[config.mk]
export PLATFORM = sky130hd
export DESIGN_NAME = uart_tx_fifo
export DESIGN_NICKNAME = d
export VERILOG_FILES = /design/src/rtl/uart_tx_fifo.sv
export SDC_FILE = /design/constraint.sdc
export NUM_CORES = 1
export LEC_CHECK = 0
export ABC_AREA = 0
export CAP_MARGIN = 40
export CORE_AREA = 5 5 81 83
export CTS_CLUSTER_SIZE = 24
export DETAILED_ROUTE_END_ITERATION = 10
export DIE_AREA = 0 0 86 88
export GPL_TIMING_DRIVEN = 0
export PLACE_DENSITY = 0.82
export REMOVE_ABC_BUFFERS = 1
export SLEW_MARGIN = 15
export SYNTH_ARGS = -nofsm -noshare
export SYNTH_HDL_FRONTEND = slang
export SYNTH_SLANG_ARGS = --single-unit
[constraint.sdc]
create_clock -name clk -period 4.6 [get_ports clk]
set_input_delay 0.46 -clock clk [delete_from_list [all_inputs] [get_ports clk]]
set_output_delay 0.46 -clock clk [all_outputs]
set_load 0.01 [all_outputs]
[src/rtl/uart_tx_fifo.sv]
// uart_tx_fifo: UART transmitter fed by a FIFO. Frames are queued through
// wr_en/wr_data (wr_ready, count, empty, full, ovf report FIFO state) and
// serialised on tx, one per start pulse or back-to-back while auto_en.
// parity_mode/stop2 are latched per frame; busy/done frame the transmission.
// Optional `UART_TX_BREAK_EN adds a brk input that holds tx low while idle.
module uart_tx_fifo #(
    parameter int DATA_W       = 8,
    parameter int DEPTH        = 4,
    parameter int CLKS_PER_BIT = 868
) (
    input  logic                     clk,
    input  logic                     rst_n,
    input  logic                     wr_en,
    input  logic [DATA_W-1:0]        wr_data,
    output logic                     wr_ready,
    input  logic                     start,
    input  logic                     auto_en,
    input  logic [1:0]               parity_mode,
    input  logic                     stop2,
`ifdef UART_TX_BREAK_EN
    input  logic                     brk,
`endif
    output logic                     tx,
    output logic                     busy,
    output logic                     done,
    output logic [$clog2(DEPTH):0]   count,
    output logic                     empty,
    output logic                     full,
    output logic                     ovf
);

    localparam int AW  = $clog2(DEPTH);
    localparam int CW  = AW + 1;
    localparam int BDW = $clog2(CLKS_PER_BIT);
    localparam int BIW = $clog2(DATA_W);

    localparam logic [BDW-1:0] BAUD_LAST = BDW'(CLKS_PER_BIT - 1);
    localparam logic [BIW-1:0] BIT_LAST  = BIW'(DATA_W - 1);

    typedef enum logic [2:0] {
        IDLE,
        START,
        DATA,
        PARITY,
        STOP
    } state_t;

    state_t            state;
    logic [DATA_W-1:0] mem [DEPTH];
    logic [AW-1:0]     wr_ptr;
    logic [AW-1:0]     rd_ptr;
    logic [CW-1:0]     count_nxt;
    logic              push;
    logic              pop;
    logic              can_go;
    logic              idle_tx;

    logic [BDW-1:0]    baud;
    logic [BIW-1:0]    bit_idx;
    logic [DATA_W-1:0] shreg;
    logic              par_en;
    logic              par_bit;
    logic              stop_two;
    logic              stop_cnt;

`ifdef UART_TX_BREAK_EN
    localparam int GW = $clog2(CLKS_PER_BIT + 1);
    logic [GW-1:0] gap_cnt;

    // After brk drops, tx must sit high a full bit period before a new
    // start bit so the receiver sees a clean mark after the break.
    always_ff @(posedge clk or negedge rst_n) begin
        if (!rst_n) begin
            gap_cnt <= '0;
        end else if (state == IDLE) begin
            if (brk)
                gap_cnt <= GW'(CLKS_PER_BIT);
            else if (gap_cnt != '0)
                gap_cnt <= gap_cnt - GW'(1);
        end
    end

    assign can_go  = !brk && (gap_cnt == '0);
    assign idle_tx = !brk;
`else
    assign can_go  = 1'b1;
    assign idle_tx = 1'b1;
`endif

    // Flags are registered, so a push while full is refused even when a
    // pop frees a slot in the same cycle.
    assign push = wr_en && !full;
    assign pop  = (state == IDLE) && (start || auto_en) && !empty && can_go;

    always_comb begin
        count_nxt = count;
        unique case ({push, pop})
            2'b10:   count_nxt = count + CW'(1);
            2'b01:   count_nxt = count - CW'(1);
            default: count_nxt = count;
        endcase
    end

    always_ff @(posedge clk or negedge rst_n) begin
        if (!rst_n) begin
            wr_ptr   <= '0;
            rd_ptr   <= '0;
            count    <= '0;
            empty    <= 1'b1;
            full     <= 1'b0;
            wr_ready <= 1'b1;
            ovf      <= 1'b0;
        end else begin
            ovf      <= wr_en && full;
            count    <= count_nxt;
            empty    <= (count_nxt == '0);
            full     <= (count_nxt == CW'(DEPTH));
            wr_ready <= (count_nxt != CW'(DEPTH));
            if (push)
                wr_ptr <= wr_ptr + AW'(1);
            if (pop)
                rd_ptr <= rd_ptr + AW'(1);
        end
    end

    always_ff @(posedge clk) begin
        if (push)
            mem[wr_ptr] <= wr_data;
    end

    always_ff @(posedge clk or negedge rst_n) begin
        if (!rst_n) begin
            state    <= IDLE;
            tx       <= 1'b1;
            busy     <= 1'b0;
            done     <= 1'b0;
            baud     <= '0;
            bit_idx  <= '0;
            shreg    <= '0;
            par_en   <= 1'b0;
            par_bit  <= 1'b0;
            stop_two <= 1'b0;
            stop_cnt <= 1'b0;
        end else begin
            done <= 1'b0;
            unique case (state)
                IDLE: begin
                    baud     <= '0;
                    bit_idx  <= '0;
                    stop_cnt <= 1'b0;
                    tx       <= idle_tx;
                    if (pop) begin
                        shreg    <= mem[rd_ptr];
                        // mode 11 has both bits set and means no parity
                        par_en   <= parity_mode[0] ^ parity_mode[1];
                        par_bit  <= (^mem[rd_ptr]) ^ parity_mode[1];
                        stop_two <= stop2;
                        tx       <= 1'b0;
                        busy     <= 1'b1;
                        state    <= START;
                    end
                end
                START: begin
                    if (baud == BAUD_LAST) begin
                        baud    <= '0;
                        bit_idx <= '0;
                        tx      <= shreg[0];
                        shreg   <= shreg >> 1;
                        state   <= DATA;
                    end else begin
                        baud <= baud + BDW'(1);
                    end
                end
                DATA: begin
                    if (baud == BAUD_LAST) begin
                        baud <= '0;
                        if (bit_idx == BIT_LAST) begin
                            if (par_en) begin
                                tx    <= par_bit;
                                state <= PARITY;
                            end else begin
                                tx    <= 1'b1;
                                state <= STOP;
                            end
                        end else begin
                            bit_idx <= bit_idx + BIW'(1);
                            tx      <= shreg[0];
                            shreg   <= shreg >> 1;
                        end
                    end else begin
                        baud <= baud + BDW'(1);
                    end
                end
                PARITY: begin
                    if (baud == BAUD_LAST) begin
                        baud  <= '0;
                        tx    <= 1'b1;
                        state <= STOP;
                    end else begin
                        baud <= baud + BDW'(1);
                    end
                end
                STOP: begin
                    if (baud == BAUD_LAST) begin
                        baud <= '0;
                        if (stop_two && !stop_cnt) begin
                            stop_cnt <= 1'b1;
                        end else begin
                            tx    <= 1'b1;
                            busy  <= 1'b0;
                            done  <= 1'b1;
                            state <= IDLE;
                        end
                    end else begin
                        baud <= baud + BDW'(1);
                    end
                end
                default: begin
                    tx    <= 1'b1;
                    busy  <= 1'b0;
                    state <= IDLE;
                end
            endcase
        end
    end

endmodule

* Word level (Yosys, flattened, before mapping)
Memories as Yosys holds them, arrays and structs flattened. Cells that the tools add are included.
Word-level totals: memories kept 1, register bits after elaboration 42, RAM bits 32
Operators by class: equality and inequality tests 19, reduce and logical (&&, ||, !) cells 24, muxes and demuxes 42, $add $sub $neg 6, bitwise operators 3
Memory list:
- mem | words 4, bits a word 8, rd ports 1, clocked after Yosys merged registers in 0, wr ports 1, RTL line 49 | logic [DATA_W-1:0] mem [DEPTH];
Operators with widths (number):
- two-way mux 3 bit | 11
- two-way mux 8 bit | 4
- case mux 8 bit (3 select lines) | 1
- case mux 10 bit (2 select lines) | 1
- two-way mux 1 bit | 18
- != test 2 bit (second input constant) | 9
- case mux 3 bit (5 select lines) | 1
- adder 10 x 1 -> 10 bit (second input constant) | 1
- == test 10 bit (second input constant) | 1
- two-way mux 10 bit | 1
- AND reduction 5 bit | 2
- == test 3 bit (second input constant) | 3
- case mux 3 bit (3 select lines) | 1
- AND reduction 4 bit | 2
- parity 8 bit | 1
- AND reduction 7 bit | 1
- adder 3 x 1 -> 3 bit (second input constant) | 2
- == test 3 x 2 -> 1 bit (second input constant) | 2
- logical NOT 3 bit | 2
- case mux 3 bit (2 select lines) | 1
- logical AND 1 bit | 5
- case mux 1 bit (5 select lines) | 1
- adder 2 x 1 -> 2 bit (second input constant) | 2
- nonzero test 2 bit | 2
- 16 further kinds | 19

* Longest topological paths before layout
word-level depth 6, gate-level depth with buffers 12

* Worst setup path after synthesis
No wires, ideal clock.
path kind reg-to-reg, from reg state[0], to reg wr_ready, setup slack 1.935 ns, stages on the path, launching flop included 13, library setup time 0.077 ns, data required time 4.523 ns, data arrival time 2.587 ns, path through dfrtp_1 clkbuf_1 nor3_1 nor2b_1 clkbuf_1 ha_1 inv_1 fa_1 xor2_1 nor2_1 xor2_1 nor2b_1 inv_1
On the way: cells in the longest elaborated chain, start to end 6, elaborated cells between the ends (all ways) 7, those cells by class 3 x eq/ne; 1 x mux; 3 x reduce/logical
Ends and longest elaborated chain:
- start, declared | RTL line 48 | state_t state;
- start signal, assigned | RTL line 133 | state <= IDLE;
- start signal, assigned | RTL line 160 | state <= START;
- start signal, assigned | RTL line 169 | state <= DATA;
- logical NOT 3 bit (*) | RTL line 93 | assign pop = (state == IDLE) && (start || auto_en) && !empty && can_go;
- logical AND 1 bit (*) (2 in a row) | RTL line 93
- via pop | RTL line 54 | logic pop;
- == test 2 x 1 -> 1 bit / == test 2 bit (equally long branches) | RTL line 97 | unique case ({push, pop})
- case mux 3 bit (2 select lines) (*) | RTL line 97
- via count_nxt[2] | RTL line 52 | logic [CW-1:0] count_nxt;
- != test 3 bit (*) | RTL line 118 | wr_ready <= (count_nxt != CW'(DEPTH));
- end signal, assigned | RTL line 118
- end, declared | RTL line 15 | output logic wr_ready,
Mark *: on every way through the listed nets, which the timed path passes. The rest lies on a longest branch. A chain may end at the register's enable or synchronous reset.

* Final worst setup path
from reg state[2], to reg wr_ready
On the way: cells in the longest elaborated chain, start to end 6, elaborated cells between the ends (all ways) 7, those cells by class 3 x eq/ne; 1 x mux; 3 x reduce/logical
Ends and longest elaborated chain (RTL line):
- logical NOT 3 bit (*) | 93
- logical AND 1 bit (*) (2 in a row) | 93
- == test 2 x 1 -> 1 bit / == test 2 bit (equally long branches) | 97
- case mux 3 bit (2 select lines) (*) | 97
- via count_nxt[2] | 52
- != test 3 bit (*) | 118
Marked as above.

==> parameters.txt <==
Parameter                              Value

Outcome
  Result of the run    finished clean

Critical path
  Maximum fanout along the worst path    13
  Cell-by-cell trace of the critical path    nor3_1, nor2b_1, ha_1, inv_1, fa_1, xor2_1, nor2_1, xor2_1, nor2b_1, inv_1
  CP startpoint kind    register
  Arrival time reported for the critical path endpoint    around 3400 ps
  Peak per-stage delay on the critical path    540 ps
  Worst r2r src    state[2]$_DFFE_PN0P_
  WP data required    4880 ps
  Internal reg-to-reg setup slack    between 1000 and 1500 ps
  Worst Path Class, Setup    reg -> reg
  Cell with the biggest individual delay on the critical path    nor2b_1
  CP Capture Type    register
  Number of cells on the worst reg-to-reg path    10
  FF-to-FF End    wr_ready$_DFF_PN1_

CTS
  Clock tree sinks    74
  Later-pin clock latency in the skew report    350 ps
  Quantity of hold-fixing buffers added after cts    1
  Buffer depth of the longest clock path    2
  Clock transition at the registers of the reported paths    around 80 ps
  CTS root buf    clkbuf_8
  CTS tree    yes
  Setup repair bufs after CTS    0
  Total CTS buffers    9
  CTS-repair resized insts    0
  Clock H-tree levels    3

Finish
  Diodes inserted    0
  Post-Route Utilization    roughly two thirds
  Multi-input gate area    1300 um^2
  Net count reported at finish    323
  Area growth syn-to-layout    16.0%
  Area of all placed cells without fillers    between 3000 and 4000 um^2
  Fill cells    414
  Proportion of layout cells with a drive suffix above 1    10.2%
  FF+latch area    approximately 2000 um^2

Timing
  Number of failing setup endpoints in the final timing report    0
  Actual transition at the worst max-transition pin    around 850 ps
  Setup clock skew after layout    8.20 ps
  Setup repair after global routing missed its margin    no
  Fmax    approximately 320 MHz
  Period Utilization, post-route    about two thirds
  Minimum hold slack    484 ps
  Number of pins with negative max-slew slack in the final report    0
  Relative slew margins    43.0%
  Post-route setup TNS    0 ps
  Min Clock Period, post-route    3130 ps
  Final Hold Vio Count    0

Place
  GP Congestion    0.819
  Post-detail-place hpwl    4090 um
  Placed cell areas    about 3700 um^2
  Port buffer count    25

Synth
  Total of flip-flops plus latches after synthesis    74
  Area of the mapped netlist    3420 um^2
  Number of cells produced by synthesis    271
  Sequential fraction of the synthesis area    59.0%
  Warning count from the yosys run    0
  Number of distinct library cell variants in the gate-level netlist after synthesis    48
  FFs w/ async S/R, synth    56.8%
  Synth Flop Type    dfrtp_1
  Avg Synthesized Cell Area    roughly 13 um^2
  Count of flip-flops with a built-in enable after synthesis    32

Drt
  Number of DRC markers after the initial detailed-route iteration    about 140
  Wirelength per Cell    about 16 um
  Total detailed-routing wirelength    approximately 5900 um
  Number of nets with antenna violations after routing    0
  Remaining design rule violation count    0
  Via-to-Cell Ratio    5.58
  Count of vias placed by the detailed router    2109
  Number of iterations in the first detailed-routing pass    4

Hold path
  Critical hold path startpoint    shreg[7]$_DFFE_PN0P_
  Hold Crit Depth    2
  Worst-case hold path end point    shreg[7]$_DFFE_PN0P_
  Hold Crit Class    reg -> reg

Global route
  Sum of overflow across all layers after global routing    0
  First-pass GRT wire length    slightly above 10000 um
  Maximum number of pins on one net before global-route repair    35
  Total global routing track utilization    17.8%
  Via count of the first global-routing pass    ~2200
  Antenna violations before repair    0

Floorplanning
  Placement Rows    28
  Effective utilization at floorplan    59.1%
  Floorplan die height    88 um
  Die span in x    86 um
  Top-level I/O count    26
  Full die area    7570 um^2
  Core Area    5780 um^2

Power and ir drop
  Power density of the placed cells    between 600 and 700 nW/um^2
  Static leakage    0.00161 uW
  IR Drop Worst-Case VDD    0.383 mV

Run
  Number of max-capacitance violations reported    0
-- cell type report --
class                   count  area share [%]
clock inverters             7            2.56
inverters                  12            1.14
repair buffers             28            7.13
well taps                  75            2.37
clock buffers               9            3.12
flip-flops and latches     74            50.8
multi-input cells         173            32.9
-- registers in the layout, indices dropped and copies added, names as in the netlist, 2 cells and up --
signal and cells:
mem 32, baud 10, shreg 8, bit_idx 3
count 3, state 3, rd_ptr 2, wr_ptr 2
-- report_power, final --
part / switching [uW] / total [uW] / internal [uW] / leakage, uW
clock network: 257 / 568 / 311 / 0.000112
registers: 155 / 1040 / 887 / 0.000821
logic: 519 / 1040 / 520 / 0.000674
total: 931 / 2650 / 1720 / 0.00161
-- through the flow --
step	setup slack [ps]	std cells	total power [uW]
floorplan	1980	259	1790
global placement	1540	359	2030
detailed placement	1440	360	2090
CTS	1420	377	2660
global route	1100	378	2840
finish	1470	378	2650
-- critical path: cells and delay by family, from the launching register on --
family / cells / cell delay, ps
and+or+nand+nor: 4 / 1360
adders and majority gates: 2 / 670
DFF: 1 / 520
xor gates and xnor gates: 2 / 390
buffers and inverters: 2 / 120
-- placed cells by master (no fill, tap or decap), types with 2 or more instances in the layout --
cell	netlist	routed
dfrtp_1	39	39
and2_1	5	5
o22ai_1	3	3
mux2i_1	12	12
edfxtp_1	32	32
clkbuf_8	0	9
nor3_1	3	2
mux4_2	2	2
clkdlybuf4s50_1	0	24
bufinv_16	0	2
nand2b_1	3	3
mux4_1	6	6
nor2b_1	7	7
nand3b_1	2	2
ha_1	8	8
dfstp_2	3	3
nand2_1	28	28
nand3_1	9	9
mux2_2	2	2
and3_1	5	5
or3_1	5	5
nor2_1	10	10
inv_1	12	12
a21oi_1	12	12
o21ai_0	19	19
xnor2_1	9	9
xor2_1	5	5
-- synth_stat cells (2+ instances only) --
cell	instances	share of area [%]
dfrtp_1	39	29
edfxtp_1	32	28
nand2_1	28	3.1
o21ai_0	19	2.8
a21oi_1	12	1.8
inv_1	12	1.3
mux2i_1	12	3.5
nor2_1	10	1.1
nand3_1	9	1.3
xnor2_1	9	2.3
ha_1	8	2.9
clkbuf_1	7	0.77
nor2b_1	7	1.3
mux4_1	6	4.6
and2_1	5	0.92
and3_1	5	0.92
or3_1	5	0.92
xor2_1	5	1.3
dfstp_2	3	2.3
nand2b_1	3	0.55
nor3_1	3	0.44
o22ai_1	3	0.55
mux2_2	2	0.66
mux4_2	2	1.3
nand3b_1	2	0.44
-- worst max-delay path by stage --
stage                              end  cells past startpoint                 start  slack (ps)
finish              wr_ready$_DFF_PN1_                     10  state[2]$_DFFE_PN0P_        1470
global route        wr_ready$_DFF_PN1_                     10  state[2]$_DFFE_PN0P_        1100
CTS                 wr_ready$_DFF_PN1_                     10  state[2]$_DFFE_PN0P_        1420
detailed placement  wr_ready$_DFF_PN1_                     11               auto_en        1440
global placement    wr_ready$_DFF_PN1_                     11               auto_en        1540
floorplan           wr_ready$_DFF_PN1_                     10  state[2]$_DFFE_PN0P_        1980
-- routing by layer --
layer / global-route usage, % / up-vias / share of wire (%)
li1: - / 1027 / -
met1: 22.9 / 1029 / 45
met2: 28.2 / 44 / 49
met3: 3.67 / 9 / 3.6
met4: 9.93 / 0 / 2.1
met5: 0 / - / 0
-- cells by family after synthesis --
group                    Yosys count  share of synthesized area (%)
buffers and inverters             24                           3.04
adder cells (fa/ha/maj)            9                           3.51
AO/OA/AOI/OAI                     42                           6.81
AND/OR/NAND/NOR                   85                           13.3
flip-flops                        74                           59.0
XOR/XNOR                          15                           4.25
multiplexers                      22                           10.1
No activity file was read; power rests on OpenSTA's default activity.
